[src/rtl/anton_neopixel_sequencer.sv]
// Frame sequencer and byte-bus arbiter placed in front of the NeoPixel transmitter.
// Optional auto-refresh request generator: define NEOPIXEL_SEQ_AUTOREFRESH_EN.
module anton_neopixel_sequencer #(
    parameter int TIMEOUT_TICKS = 65535,
    parameter int REFRESH_TICKS = 116667
) (
    input  logic        clk7mhz,
    input  logic        rstn,
    input  logic        frameStart,
    input  logic [15:0] frameLen,
    input  logic        mode32,
    output logic        busy,
    output logic        frameDone,
    output logic        frameError,
    output logic [7:0]  frameCount,
    input  logic [13:0] hostAddr,
    input  logic [7:0]  hostDataIn,
    input  logic        hostWrite,
    input  logic        hostRead,
    output logic        hostGrant,
    output logic [7:0]  hostDataOut,
    input  logic        pixelsSync,
    output logic [13:0] busAddr,
    output logic [7:0]  busDataIn,
    output logic        busWrite,
    output logic        busRead,
    input  logic [7:0]  busDataOut
);
    localparam int TW = $clog2(TIMEOUT_TICKS + 1);

    typedef enum logic [3:0] {
        IDLE, MAX_LO, MAX_HI, INIT, RUN, WAIT_RISE, WAIT_FALL, DONE, ABORT
    } state_t;

    state_t        state, state_next;
    logic [TW-1:0] wait_cnt;
    logic [15:0]   len_q;
    logic          mode_q;
    logic          pending;
    logic          request;
    logic          start;
    logic          timed_out;
    logic          fsm_owns;
    logic [13:0]   fsm_addr;
    logic [7:0]    fsm_data;

`ifdef NEOPIXEL_SEQ_AUTOREFRESH_EN
    localparam int RW = $clog2(REFRESH_TICKS);
    logic [RW-1:0] refresh_cnt;
    logic          refresh_wrap;

    assign refresh_wrap = (refresh_cnt == RW'(REFRESH_TICKS - 1));

    always_ff @(posedge clk7mhz or negedge rstn) begin
        if (!rstn) begin
            refresh_cnt <= '0;
        end else if (refresh_wrap) begin
            refresh_cnt <= '0;
        end else begin
            refresh_cnt <= refresh_cnt + 1'b1;
        end
    end

    assign request = frameStart | refresh_wrap;
`else
    assign request = frameStart;
`endif

    assign busy      = (state != IDLE);
    assign frameDone = (state == DONE);
    assign start     = (state == IDLE) & (pending | request);
    assign timed_out = (wait_cnt == TW'(TIMEOUT_TICKS - 1));

    always_comb begin
        state_next = state;
        fsm_owns   = 1'b0;
        fsm_addr   = '0;
        fsm_data   = '0;
        case (state)
            IDLE: begin
                if (pending || request) state_next = MAX_LO;
            end
            MAX_LO: begin
                fsm_owns   = 1'b1;
                fsm_addr   = 14'h2000;
                fsm_data   = len_q[7:0];
                state_next = MAX_HI;
            end
            MAX_HI: begin
                fsm_owns   = 1'b1;
                fsm_addr   = 14'h2001;
                fsm_data   = len_q[15:8];
                state_next = INIT;
            end
            INIT: begin
                fsm_owns   = 1'b1;
                fsm_addr   = 14'h2002;
                fsm_data   = 8'h01;
                state_next = RUN;
            end
            RUN: begin
                // run=1, limit=1, loop=0, single shot
                fsm_owns   = 1'b1;
                fsm_addr   = 14'h2002;
                fsm_data   = {3'b000, mode_q, 4'b0110};
                state_next = WAIT_RISE;
            end
            WAIT_RISE: begin
                if (pixelsSync)     state_next = WAIT_FALL;
                else if (timed_out) state_next = ABORT;
            end
            WAIT_FALL: begin
                if (!pixelsSync)    state_next = DONE;
                else if (timed_out) state_next = ABORT;
            end
            DONE: begin
                state_next = IDLE;
            end
            ABORT: begin
                fsm_owns   = 1'b1;
                fsm_addr   = 14'h2002;
                fsm_data   = 8'h00;
                state_next = IDLE;
            end
            default: begin
                state_next = IDLE;
            end
        endcase
    end

    always_ff @(posedge clk7mhz or negedge rstn) begin
        if (!rstn) begin
            state       <= IDLE;
            wait_cnt    <= '0;
            len_q       <= '0;
            mode_q      <= 1'b0;
            pending     <= 1'b0;
            frameError  <= 1'b0;
            frameCount  <= '0;
            hostDataOut <= '0;
        end else begin
            state <= state_next;
            // Each wait state gets a fresh budget on entry
            if (state_next != state) begin
                wait_cnt <= '0;
            end else if (state == WAIT_RISE || state == WAIT_FALL) begin
                wait_cnt <= wait_cnt + 1'b1;
            end
            if (start) begin
                len_q   <= frameLen;
                mode_q  <= mode32;
                pending <= 1'b0;
            end else if (request && busy) begin
                pending <= 1'b1;
            end
            if (start) begin
                frameError <= 1'b0;
            end else if (state == ABORT) begin
                frameError <= 1'b1;
            end
            if (state == DONE) begin
                frameCount <= frameCount + 1'b1;
            end
            if (hostGrant && hostRead && !hostWrite) begin
                hostDataOut <= busDataOut;
            end
        end
    end

    // Register writes from the host would disturb a frame in flight, so they wait for IDLE
    assign hostGrant = (hostWrite | hostRead) & ~fsm_owns & ~(busy & hostAddr[13] & hostWrite);

    always_comb begin
        busAddr   = '0;
        busDataIn = '0;
        busWrite  = 1'b0;
        busRead   = 1'b0;
        if (fsm_owns) begin
            busAddr   = fsm_addr;
            busDataIn = fsm_data;
            busWrite  = 1'b1;
        end else if (hostGrant) begin
            busAddr   = hostAddr;
            busDataIn = hostDataIn;
            busWrite  = hostWrite;
            busRead   = hostRead & ~hostWrite;
        end
    end
endmodule

[config.mk]
export PLATFORM = sky130hd
export DESIGN_NAME = anton_neopixel_sequencer
export DESIGN_NICKNAME = d
export VERILOG_FILES = /design/src/rtl/anton_neopixel_sequencer.sv
export SDC_FILE = /design/constraint.sdc
export NUM_CORES = 1
export LEC_CHECK = 0
export BUFFER_PORTS_ARGS = -buffer_cell sky130_fd_sc_hd__buf_2
export CAP_MARGIN = 5
export CELL_PAD_IN_SITES_DETAIL_PLACEMENT = 0
export CELL_PAD_IN_SITES_GLOBAL_PLACEMENT = 1
export CORE_ASPECT_RATIO = 1.5
export CORE_UTILIZATION = 30
export CTS_BUF_LIST = sky130_fd_sc_hd__clkbuf_2
export DETAILED_ROUTE_END_ITERATION = 16
export PLACE_DENSITY = 0.62
export SLEW_MARGIN = 20
export SYNTH_ARGS = -nofsm -noshare
export SYNTH_HDL_FRONTEND = slang
export SYNTH_SLANG_ARGS = --single-unit
[constraint.sdc]
create_clock -name clk7mhz -period 3.6 [get_ports clk7mhz]
set_input_delay 1.08 -clock clk7mhz [delete_from_list [all_inputs] [get_ports clk7mhz]]
set_output_delay 1.08 -clock clk7mhz [all_outputs]
set_load 0.03 [all_outputs]
==> run summary <==
Setup crit end kind: output port
# fillers: 981
clk buf depth: 2
Worst Clk Skew: 0.0187 ns
GRT Overall Usage: 0.144
Final nets: 432
synth unique cells: 48
Core Rows: 44
CTS tree: done
startpoint types: flop
top cells by area, synth: dfrtp_1 46%, mux2_2 9.8%, xnor2_1 3.2%, o21ai_0 2.4%, and2_1 2.3%
final slew viol count: 0
largest family of logic cells by synthesized area: simple AND/OR/NAND/NOR gates
drt wl/cell: 14.9 um
PostCTS Resize Cnt: 0
MaxCap Viol Count: 0
Worst-path clk slew: 0.28 ns
Final Hold Vio Count: 0
Fmax: 299 MHz
Worst EP arrival: 2.27 ns
Final Instance Area: 3670 um^2
Post-DP HPWL: 5420 um
Worst path slowest cell: dfrtp_1
port bufs: 96
post-placement cell area: 3610 um^2
Ys Warns: 0
total die area: 10300 um^2
FF+latch count, synth: 55
crit share post-route: 0.930
vias in the first global route: 2436
post-synthesis simple-gate area fraction: 0.196
r2r worst-path depth: 5
area fraction in compound gates after synthesis: 0.133
CTS Buf Count: 5
worst hold path type: flop to flop
Via density: 5.04
outcome: completed
initial antenna violation count: 0
RSZ-0062 raised after global routing: no
drt pass-1 iters: 4
FFs w/ async S/R, synth: 1.00
io pins: 97
Setup Buffers After CTS: 0
Worst slew margin: 0.400
DRT Wirelength: 7320 um
worst vdd ir: 353 uV
largest net degree at the start of global routing: 31
Post-synth top cells: 55 x dfrtp_1, 26 x mux2_2, 15 x nand2_1, 14 x o21ai_0, 12 x nor3_1
Hold Buf Count CTS: 0
ratio of cells with drive above 1 in the final layout: 0.395
final setup vio count: 0
Placeable Area: 9630 um^2
DR vias: 2482
Crit Path Class: flop to output port
Post-Synth XOR/XNOR Area: 0.0530
P&R area growth vs syn: 23.4%
WP data required: 2.52 ns
die width: 83.3 um
Post-synth EDFFs: 0
Synth Area per Inst: 10.5 um^2
post-synthesis mux area share: 0.102
critical path cell sequence: nor3_4, nor3_2, a211oi_2, buf_12, a221o_1, buf_2
chip height: 124 um
count leader, synth: dfrtp_1
placer's final routability congestion estimate: 0.795
Post-Syn Nets: 339
Initial Utilization: 0.309
number of diodes: 0
Cells after Synth: 283
Worst path max stage delay: 0.57 ns
latest clock arrival within the worst-skew pair: 0.45 ns
# DRC: 0
Synth Flop Type: dfrtp_1
TritonCTS Sinks: 55
Synth top area share: 0.463
mapped cell area: 2970 um^2
WHS Path Cells: 1
Setup TNS Final: 0 ns
cell accounting for the most synthesized area: dfrtp_1
crit path max fanout: 22
Leak: 1.69 nW
root buffer cell: clkbuf_2
global-route wire length before repair: 11900 um
Power per Cell Area: 823 nW/um^2
H-tree lvl count: 2
adder-cell share of the synthesized area: 0.0126
global route total overflow: 0
final critical-path required period: 3.35 ns
Initial DRC Count: 80
register area share after synthesis: 0.463
worst slew pin tran: 0.900 ns
remaining antenna violation count: 0
[worst max-delay path: cells and delay by family, from the launching register on]
family                 cells  cell delay (ns)
DFF                        1             0.57
buffers and inverters      2             0.36
and+or+nand+nor            2             0.44
AOI/OAI and AO/OA          2             0.44
[final timing paths]
| path | end | slack (ns) | start |
|---|---|---|---|
| max | busAddr[1] | 0.25 | state[2]$_DFF_PN0_ |
| min | frameCount[7]$_DFFE_PN0P_ | 0.50 | frameCount[7]$_DFFE_PN0P_ |
| max reg2reg | wait_cnt[4]$_DFFE_PN0P_ | 1.02 | state[3]$_DFF_PN0_ |
| min reg2reg | frameCount[7]$_DFFE_PN0P_ | 0.50 | frameCount[7]$_DFFE_PN0P_ |
| max in group asynchronous | mode_q$_DFFE_PN0P_ | 2.42 | rstn |
| min in group asynchronous | hostDataOut[7]$_DFFE_PN0P_ | 0.58 | rstn |
[metrics by stage]
| step | cells | power [mW] | setup WS, ns | util | hold WS (ns) |
|---|---|---|---|---|---|
| 2_1_floorplan | 283 | 2.25 | 0.0446 | - | 0.455 |
| 3_3_place_gp | 484 | 2.73 | 0.307 | 0.374 | 0.463 |
| 3_5_place_dp | 484 | 2.75 | 0.279 | 0.374 | 0.472 |
| 4_1_cts | 492 | 3.07 | 0.206 | 0.381 | 0.506 |
| 5_1_grt | 492 | 3.24 | 0.0813 | 0.381 | 0.529 |
| 6_report | 492 | 3.02 | 0.251 | 0.381 | 0.497 |
[where the power goes]
group / total (mW) / switching, mW / leakage, nW / internal (mW)
Combinational: 1.75 / 1.10 / 0.956 / 0.646
Clock: 0.311 / 0.197 / 0.0404 / 0.114
Sequential: 0.962 / 0.146 / 0.698 / 0.816
Total: 3.02 / 1.45 / 1.69 / 1.58
[logic make-up (layout without fill, tap and decap cells)]
family                     Yosys count  in the layout
adders and majority gates            3              3
AOI/OAI and AO/OA                   53             53
muxes                               27             27
DFF                                 55             55
xor gates and xnor gates            18             18
and+or+nand+nor                    101            101
buffers and inverters               26            120
[layout make-up]
cell class | instances | area [um^2] | area share
Multi-Input combinational cell | 202 | 1490 | 0.405
Sequential cell | 55 | 1380 | 0.375
Timing Repair Buffer | 105 | 573 | 0.156
Tap cell | 115 | 144 | 0.0392
Clock inverter | 3 | 38.8 | 0.0106
Inverter | 7 | 26.3 | 0.00716
Clock buffer | 5 | 25.0 | 0.00682
[placed cells by master (no fill, tap or decap), types with 5 or more instances in the layout]
cell type	instances
buf_4	7
dfrtp_1	55
or3_1	7
nor3_1	12
a211oi_1	7
inv_1	7
nor2_1	11
and2_1	11
buf_2	96
clkbuf_2	5
a221o_1	5
a21oi_1	9
nand2_1	15
nand3_1	9
o21ai_0	13
mux2_2	26
nand4_1	7
xor2_1	7
and3_1	6
xnor2_1	11
[flip-flops by register name (all words and copies together), names as in the netlist]
| register | flops |
|---|---|
| len_q | 16 |
| state | 4 |
| pending | 1 |
| frameCount | 8 |
| frameError | 1 |
| hostDataOut | 8 |
| mode_q | 1 |
| wait_cnt | 16 |
[metal layers]
layer,global-route usage,wire [um],vias up
met5,0,0,-
met2,0.264,3980,49
met1,0.168,2980,1211
met4,0.0485,89,0
li1,-,-,1216
met3,0.0272,267,6
No activity file was read; power rests on OpenSTA's default activity.
